<file path="config.mk">
export PLATFORM = sky130hd
export DESIGN_NAME = xadc_multi_sampler
export DESIGN_NICKNAME = d
export VERILOG_FILES = /design/src/rtl/xadc_multi_sampler.sv
export SDC_FILE = /design/constraint.sdc
export NUM_CORES = 1
export LEC_CHECK = 0
export ABC_AREA = 1
export CORE_MARGIN = 3
export CORE_UTILIZATION = 55
export DETAILED_ROUTE_END_ITERATION = 10
export DONT_BUFFER_PORTS = 1
export GPL_TIMING_DRIVEN = 0
export PLACE_DENSITY = 0.7
export REMOVE_ABC_BUFFERS = 1
export SLEW_MARGIN = 0
export SYNTH_ARGS = -nofsm -noshare
export SYNTH_HDL_FRONTEND = slang
export SYNTH_SLANG_ARGS = --single-unit
</file>
<file path="constraint.sdc">
create_clock -name clk -period 3.9 [get_ports clk]
set_clock_uncertainty 0.15 [all_clocks]
set_input_delay 0.585 -clock clk [delete_from_list [all_inputs] [get_ports clk]]
set_output_delay 0.585 -clock clk [all_outputs]
set_load 0.01 [all_outputs]
</file>
<file path="src/rtl/xadc_multi_sampler.sv">
`default_nettype none
// ============================================================================
// xadc_multi_sampler : reads each converted XADC channel over DRP on eoc and
//                      keeps a per-channel exponential average on a flat bus.
// Revision 1.0 - initial release
// ============================================================================
module xadc_multi_sampler #(
   parameter int                  NUM_CH    = 4,
   parameter logic [NUM_CH*7-1:0] CH_ADDR   = {7'h13, 7'h12, 7'h11, 7'h03},
   parameter int                  AVG_SHIFT = 2,
   parameter int                  OUT_W     = 12,
   parameter int                  TIMEOUT   = 63,
   localparam int                 IDX_W     = (NUM_CH > 1) ? $clog2(NUM_CH) : 1
) (
   input  logic                    clk,
   input  logic                    rst,
   input  logic                    eoc,
   input  logic [4:0]              channel_in,
   input  logic [15:0]             drp_do,
   input  logic                    drp_drdy,
   output logic                    drp_den,
   output logic [6:0]              drp_daddr,
   output logic [NUM_CH*OUT_W-1:0] data_out,
   output logic                    data_valid,
   output logic [IDX_W-1:0]        data_ch,
   input  logic                    clr_flags,
   output logic                    overrun,
   output logic                    timeout_err
);

   localparam int              ACC_W       = OUT_W + AVG_SHIFT;
   localparam int              CNT_W       = (TIMEOUT > 0) ? $clog2(TIMEOUT + 1) : 1;
   localparam logic [CNT_W-1:0] TIMEOUT_CNT = CNT_W'(TIMEOUT);

   typedef enum logic [1:0] {IDLE, REQ, WAIT, UPDATE} state_t;

   state_t              state;
   logic [IDX_W-1:0]    idx;
   logic                pend;
   logic [IDX_W-1:0]    pend_idx;
   logic [CNT_W-1:0]    wait_cnt;
   logic [ACC_W-1:0]    acc [NUM_CH];
   logic [NUM_CH-1:0]   seeded;

   logic                hit;
   logic [IDX_W-1:0]    hit_idx;
   logic                launch;
   logic [IDX_W-1:0]    launch_idx;
   logic                consume;
   logic                queue;
   logic [OUT_W-1:0]    sample;
   logic [ACC_W-1:0]    cur_acc;
   logic [ACC_W-1:0]    new_acc;
   logic                unused_do;

   // Descending scan so the lowest matching index is the one that sticks.
   always_comb begin
      hit     = 1'b0;
      hit_idx = '0;
      for (int i = NUM_CH - 1; i >= 0; i--) begin
         if (CH_ADDR[7*i +: 7] == {2'b00, channel_in}) begin
            hit     = eoc;
            hit_idx = IDX_W'(i);
         end
      end
   end

   // A waiting request is always served before a fresh eoc; the fresh one queues.
   assign launch     = ((state == IDLE) && (pend || hit)) || ((state == UPDATE) && pend);
   assign launch_idx = pend ? pend_idx : hit_idx;
   assign consume    = launch && pend;
   assign queue      = hit && ((state != IDLE) || pend);

   assign sample    = drp_do[15 -: OUT_W];
   assign cur_acc   = acc[idx];
   assign new_acc   = seeded[idx] ? (cur_acc - (cur_acc >> AVG_SHIFT) + ACC_W'(sample))
                                  : (ACC_W'(sample) << AVG_SHIFT);
   assign unused_do = ^drp_do;

   always_ff @(posedge clk) begin
      if (rst) begin
         state       <= IDLE;
         idx         <= '0;
         pend        <= 1'b0;
         pend_idx    <= '0;
         wait_cnt    <= '0;
         seeded      <= '0;
         for (int i = 0; i < NUM_CH; i++) acc[i] <= '0;
         drp_den     <= 1'b0;
         drp_daddr   <= '0;
         data_out    <= '0;
         data_valid  <= 1'b0;
         data_ch     <= '0;
         overrun     <= 1'b0;
         timeout_err <= 1'b0;
      end else begin
         drp_den    <= 1'b0;
         data_valid <= 1'b0;
         if (clr_flags) begin
            overrun     <= 1'b0;
            timeout_err <= 1'b0;
         end

         if (queue) begin
            pend     <= 1'b1;
            pend_idx <= hit_idx;
            if (pend && !consume) overrun <= 1'b1;
         end else if (consume) begin
            pend <= 1'b0;
         end

         if (launch) begin
            state     <= REQ;
            idx       <= launch_idx;
            drp_den   <= 1'b1;
            drp_daddr <= CH_ADDR[7*launch_idx +: 7];
         end else begin
            case (state)
               IDLE: begin
               end
               REQ: begin
                  state    <= WAIT;
                  wait_cnt <= '0;
               end
               WAIT: begin
                  if (drp_drdy) begin
                     acc[idx]                     <= new_acc;
                     seeded[idx]                  <= 1'b1;
                     data_out[OUT_W*idx +: OUT_W] <= OUT_W'(new_acc >> AVG_SHIFT);
                     data_valid                   <= 1'b1;
                     data_ch                      <= idx;
                     state                        <= UPDATE;
                  end else if (wait_cnt == TIMEOUT_CNT) begin
                     timeout_err <= 1'b1;
                     state       <= IDLE;
                  end else begin
                     wait_cnt <= wait_cnt + 1'b1;
                  end
               end
               UPDATE: state <= IDLE;
               default: state <= IDLE;
            endcase
         end
      end
   end

endmodule
`default_nettype wire

</file>
# --- Word level (Yosys, flattened, before mapping) ---
# Memory sizes are Yosys's and may differ from the RTL's. A register that Yosys moved wholly into a read port is not among the register bits.
# Cells that the tools add are included.
classes:
  addsub: 4
  multipliers: 2
  magnitude_cmp: 2
  eq_ne: 12
  shifts: 3
  n_mux: 45
  bitwise_logic: 2
  n_reduce_logical: 22
ops:
  columns: ["operator", "n"]
  rows:
  - ["48-bit bitwise mux", 1]
  - ["12-bit by 34-bit variable shift with 48-bit output (first input constant)", 1]
  - ["12-bit by 34-bit indexed part select with 48-bit output", 1]
  - ["6-bit negation with 34-bit output", 1]
  - ["14-bit two-way mux", 2]
  - ["28-bit by 6-bit indexed part select with 7-bit output (first input constant)", 1]
  - ["1-bit two-way mux", 26]
  - ["2-bit two-way mux", 10]
  - ["5-bit equality test (first input constant)", 3]
  - ["14-bit by 12-bit adder with 14-bit output", 1]
  - ["14-bit OR reduction", 1]
  - ["14-bit by 12-bit subtractor with 14-bit output", 1]
  - ["6-bit two-way mux", 2]
  - ["6-bit case mux with 2 select lines", 1]
  - ["6-bit by 1-bit adder with 6-bit output (second input constant)", 1]
  - ["6-bit equality test (second input constant)", 1]
  - ["1-bit logical AND", 6]
  - ["2-bit case mux with 3 select lines", 1]
  - ["2-bit nonzero test", 3]
  - ["2-bit by 5-bit equality test with 1-bit output (first input constant)", 1]
  - ["3-bit by 2-bit multiplier with 5-bit output (first input constant)", 1]
  - ["2-bit equality test (second input constant)", 2]
  - ["2-bit by 2-bit multiplier with 4-bit output (first input constant)", 1]
  - ["2-bit inequality test (second input constant)", 2]
  - ["18 further kinds", 21]
totals:
  register_bits: 78
  ramBits: 56
  input_bits: 26
  out_inout_bits: 61
  memories: 1
memory_table:
  columns: ["memory", "words", "word_bits", "rd", "rd_clocked_by_memory_dff", "write_ports", "line", "rtl"]
  rows:
  - ["acc", 4, 14, 1, 1, 4, "42", "logic [ACC_W-1:0] acc [NUM_CH];"]

# --- Longest topological paths before layout ---
depth:
  depth_word: 13
  ltp_mapped: 24
  mapped_depth_nobuf: 22

# --- Worst setup path before layout ---
# No wires, ideal clock.
synth_timing:
  path_type: "reg2reg"
  from: "register with a tool-made name"
  to: "register data_out[16]"
  setup_ps: 131
  t_arrival_ps: 3185
  required_time_ps: 3619
  path_slack_ps: 434
  path_stages_with_launch: 22
  period_less_slack_ps: 3466
  path_cell_list: "dfxtp_1 -> inv_1 -> buf_2 -> buf_1 -> nand2_1 -> a32oi_1 -> inv_1 -> fa_1 -> inv_1 -> ha_1 -> a21oi_1 -> nand2_1 -> nand3_1 -> nand2_1 -> xnor2_1 -> nand2_2 -> nand2_1 -> nand2_1 -> nand3_1 -> nand2_1 -> nand2_1 -> a21oi_2"
synth_lines:
  columns: ["item", "line", "rtl"]
  rows:
  - ["end signal, assigned by index", "129", "data_out[OUT_W*idx +: OUT_W] <= OUT_W'(new_acc >> AVG_SHIFT);"]
  - ["end, declared", "23", "output logic [NUM_CH*OUT_W-1:0] data_out,"]

==> results.yml <==
floorplan:
  core_region_area_um2: 13300
  initial_util_pct: 56.6
  floorplan.die.width_um: 123
  num_io_pins: 87
  die-area_um2: 15100
  placementRows: 42
  die_span_y_um: 123
global_route:
  grt_overflow_total: 0
  first_global_vias: 6023
  busiest_layer: "met2"
  gr-usage-met2_pct: 43.7
  initial_antenna_violation_count: 0
  grt_util_met3_pct: 7.18
  first_pass_grt_wire_length_mm: 30.7
  grt_max_degree: 58
  gr-usage-met1_pct: 34.2
  globalRouteTotalUtil_pct: 26.6
routing:
  ant_nets: 0
  drt-total-wl_mm: 19.8
  drt_pre_antenna_iters: 6
  drt_iter0_drc: 609
  route.detailed.drc: 0
  via_per_inst: 5.59
  avgRoutedWirePerCell_um: 17.1
  routed-via-count: 6480
synth:
  synth_seq_cells: 132
  ys_types: 53
  ys_dominant_reg_cell: "dfxtp_1"
  syn_avg_cell_area_um2: 7.71
  synth.yosys.warnings: 0
  synth_edf_count: 56
  synth_largest_type_area_fraction_pct: 22.4
  synth_cells: 976
  ys_top_cells_by_count: "258 x nand2_1, 104 x nor2_1, 99 x inv_1, 77 x a21oi_1, 76 x dfxtp_1"
  post-synth-top-area-cell: "edfxtp_1"
  yosys.cell_count.top_type: "nand2_1"
  yosysSeqAreaShare_pct: 42.6
  synthArstFlopShare_pct: 0
  mappedNetlistArea_um2: 7520
  synth_area_leaders: "edfxtp_1 22%, dfxtp_1 20%, nand2_1 13%, nor2_1 5.2%, a21oi_1 5.1%"
power_and_ir_drop:
  ir_worst_vdd_mv: 0.347
  power.total_mw: 4.32
  cellPowerDensity_nw_per_um2: 511
  power.static_leakage_nw: 3.56
clock_tree:
  cts.htree.levels: 4
  clock_sinks: 132
  cts_inserted_buffers: 17
  ctsHoldBuffers: 0
  cts-root-buf: "clkbuf_16"
  tritoncts: "done"
  cts_max_path_buffers: 2
  clk-insertion-delay-late_ps: 420
  post_cts_clock_slew_at_the_launch_and_capture_registers_of_the_worst_setup_and_hold_paths_ps: 60
run_status:
  outcome: "completed"
placement:
  placer_s_final_routability_congestion_estimate: 0.907
  place_inst: 1115
  dp_hpwl_mm: 13.5
  placement.setup.worst_slack_ps: -1290
  count_of_buffers_from_port_buffering: 0
sta:
  worst_slew_pin_slew_ps: 764
  period_minus_slack_ps: 3690
  report.final.slew_viol_count: 0
  report.final.setup_viol: 0
  final-hold-violation-count: 0
  headroom_to_the_max_slew_limit_pct: 48.9
  min_period_over_period_pct: 94.7
  fin_hold_ws_ps: 73.9
  max_clock_freq_mhz: 271
  postLayoutSetupSlackWorst_ps: 206
final_layout:
  area_of_combinational_cells_with_multiple_inputs_um2: 3860
  final_util_pct: 63.5
  antenna_cells: 0
  layout-area-overhead-vs-synth_pct: 12.3
  final-seq-area_um2: 3210
  layout.cells.non_filler: 1159
  number_of_nets_in_the_layout: 1035
  nFillCells: 1163
  layout-drive-gt1-share_pct: 12.4
worst_setup_path:
  crit_arrival_ps: 3900
  r2r_cells: 20
  crit_required_ps: 4100
  crit_path_max_fanout: 6
  regToRegEndpoint: "data_out[11]$_SDFFE_PP0P_"
  timing.critical_path.from_type: "register"
  crit_type: "reg2reg"
  crit_path_end_kind: "register"
  r2r_slack_ps: 210
hold_path:
  hold_class: "in2reg"
  min_from: "rst"
  min_delay_worst_endpoint: "data_out[43]$_SDFFE_PP0P_"
  min_delay_path_depth: 1
flow_run:
  cap_viol_max_count: 0
per-stage QoR:
step / TNS, ps / area, um^2
finish: 0 / 8450
global route: -62.3 / 8450
global placement: -82840 / 7540
detailed placement: -91570 / 7550
CTS: 0 / 8250
floorplan: -116 / 7320
routing by layer:
metal,vias to the layer above,part of all wire [%]
met5,-,0
li1,3202,-
met2,233,48
met4,0,2.0
met1,3009,42
met3,36,7.6
cell type report:
cell class / instances / area share, %
clock buffers: 23 / 6.04
well taps: 176 / 2.61
repair buffers: 12 / 1.17
clock inverters: 9 / 1.35
flip-flops and latches: 132 / 38.0
inverters: 109 / 5.01
multi-input cells: 697 / 45.7
repair inverters: 1 / 0.0889
worst max path at each step:
stage	startpoint	endpoint	slack [ps]
3_5_place_dp	register	data_out[32]$_SDFFE_PP0P_	-1290
6_report	register	data_out[11]$_SDFFE_PP0P_	210
4_1_cts	register	data_out[10]$_SDFFE_PP0P_	20
5_1_grt	register	data_out[35]$_SDFFE_PP0P_	-30
3_3_place_gp	register	data_out[16]$_SDFFE_PP0P_	-1170
2_1_floorplan	register	data_out[32]$_SDFFE_PP0P_	-40
cells in the final DEF (no fill, tap or decap), types with 3 or more instances in the layout:
cell type | netlist | routed
nand3_1 | 71 | 71
clkinv_4 | 0 | 3
a21oi_2 | 6 | 8
nand3_2 | 4 | 4
a21oi_1 | 77 | 75
fa_1 | 12 | 12
ha_4 | 0 | 3
nor2_2 | 3 | 8
a22oi_1 | 3 | 3
conb_1 | 1 | 4
or2_2 | 4 | 4
nor3_1 | 9 | 8
nand2_1 | 258 | 255
nand4_1 | 21 | 21
clkbuf_16 | 0 | 19
ha_1 | 27 | 24
edfxtp_1 | 56 | 56
a32o_1 | 4 | 4
nor2_1 | 104 | 99
inv_6 | 0 | 3
o21ai_1 | 5 | 10
buf_4 | 6 | 9
inv_1 | 99 | 98
nand2_4 | 2 | 5
inv_2 | 7 | 6
dfxtp_1 | 76 | 73
o21ai_0 | 30 | 24
a32oi_2 | 0 | 6
nand2_2 | 11 | 11
o21ai_2 | 5 | 5
cell families after synthesis:
| kind of cell | count (synthesis) | share of synthesized area, % |
|---|---|---|
| flip-flops | 132 | 42.6 |
| adder cells (fa/ha/maj) | 39 | 7.68 |
| XOR/XNOR | 4 | 0.466 |
| AND/OR/NAND/NOR | 498 | 28.9 |
| AO/OA/AOI/OAI | 152 | 12.0 |
| buffers and inverters | 150 | 8.35 |
| other | 1 | 0.0499 |
registers in the layout (all words and copies together), names as in the netlist, named ones only:
register / flops
data_ch: 2
overrun: 1
pend: 1
acc: 56
timeout_err: 1
drp_den: 1
data_valid: 1
wait_cnt: 6
data_out: 48
idx: 2
state: 2
drp_daddr: 3
pend_idx: 2
seeded: 4
where the power goes:
group | internal [mW] | switching, mW
Clock | 1.06 | 0.607
Sequential | 1.52 | 0.0501
Combinational | 0.365 | 0.725
Total | 2.94 | 1.38
what timing repair did:
item | in CTS | in global routing
setup buffers | 2 | 9
cloned | 1 | 0
pin swaps | 0 | 5
gates resized for setup | 13 | 31
endpoints found under the setup margin | 100 | 61
worst max-delay path, stage by stage (launching register included):
cell and delay (ps):
dfxtp_4 410, buf_2 220, nand2_1 90, a32oi_2 300, inv_1 100, fa_1 490, inv_1 40, ha_1 350
a21oi_1 210, nand2_1 120, inv_1 90, nand3_1 70, nand2_1 60, nand2_1 90, nand2_2 120, nand3_1 110
o21ai_2 100, nand2_1 100, nor2_2 130, nand2_1 100, a21oi_2 150
No activity file was read; power rests on OpenSTA's default activity.
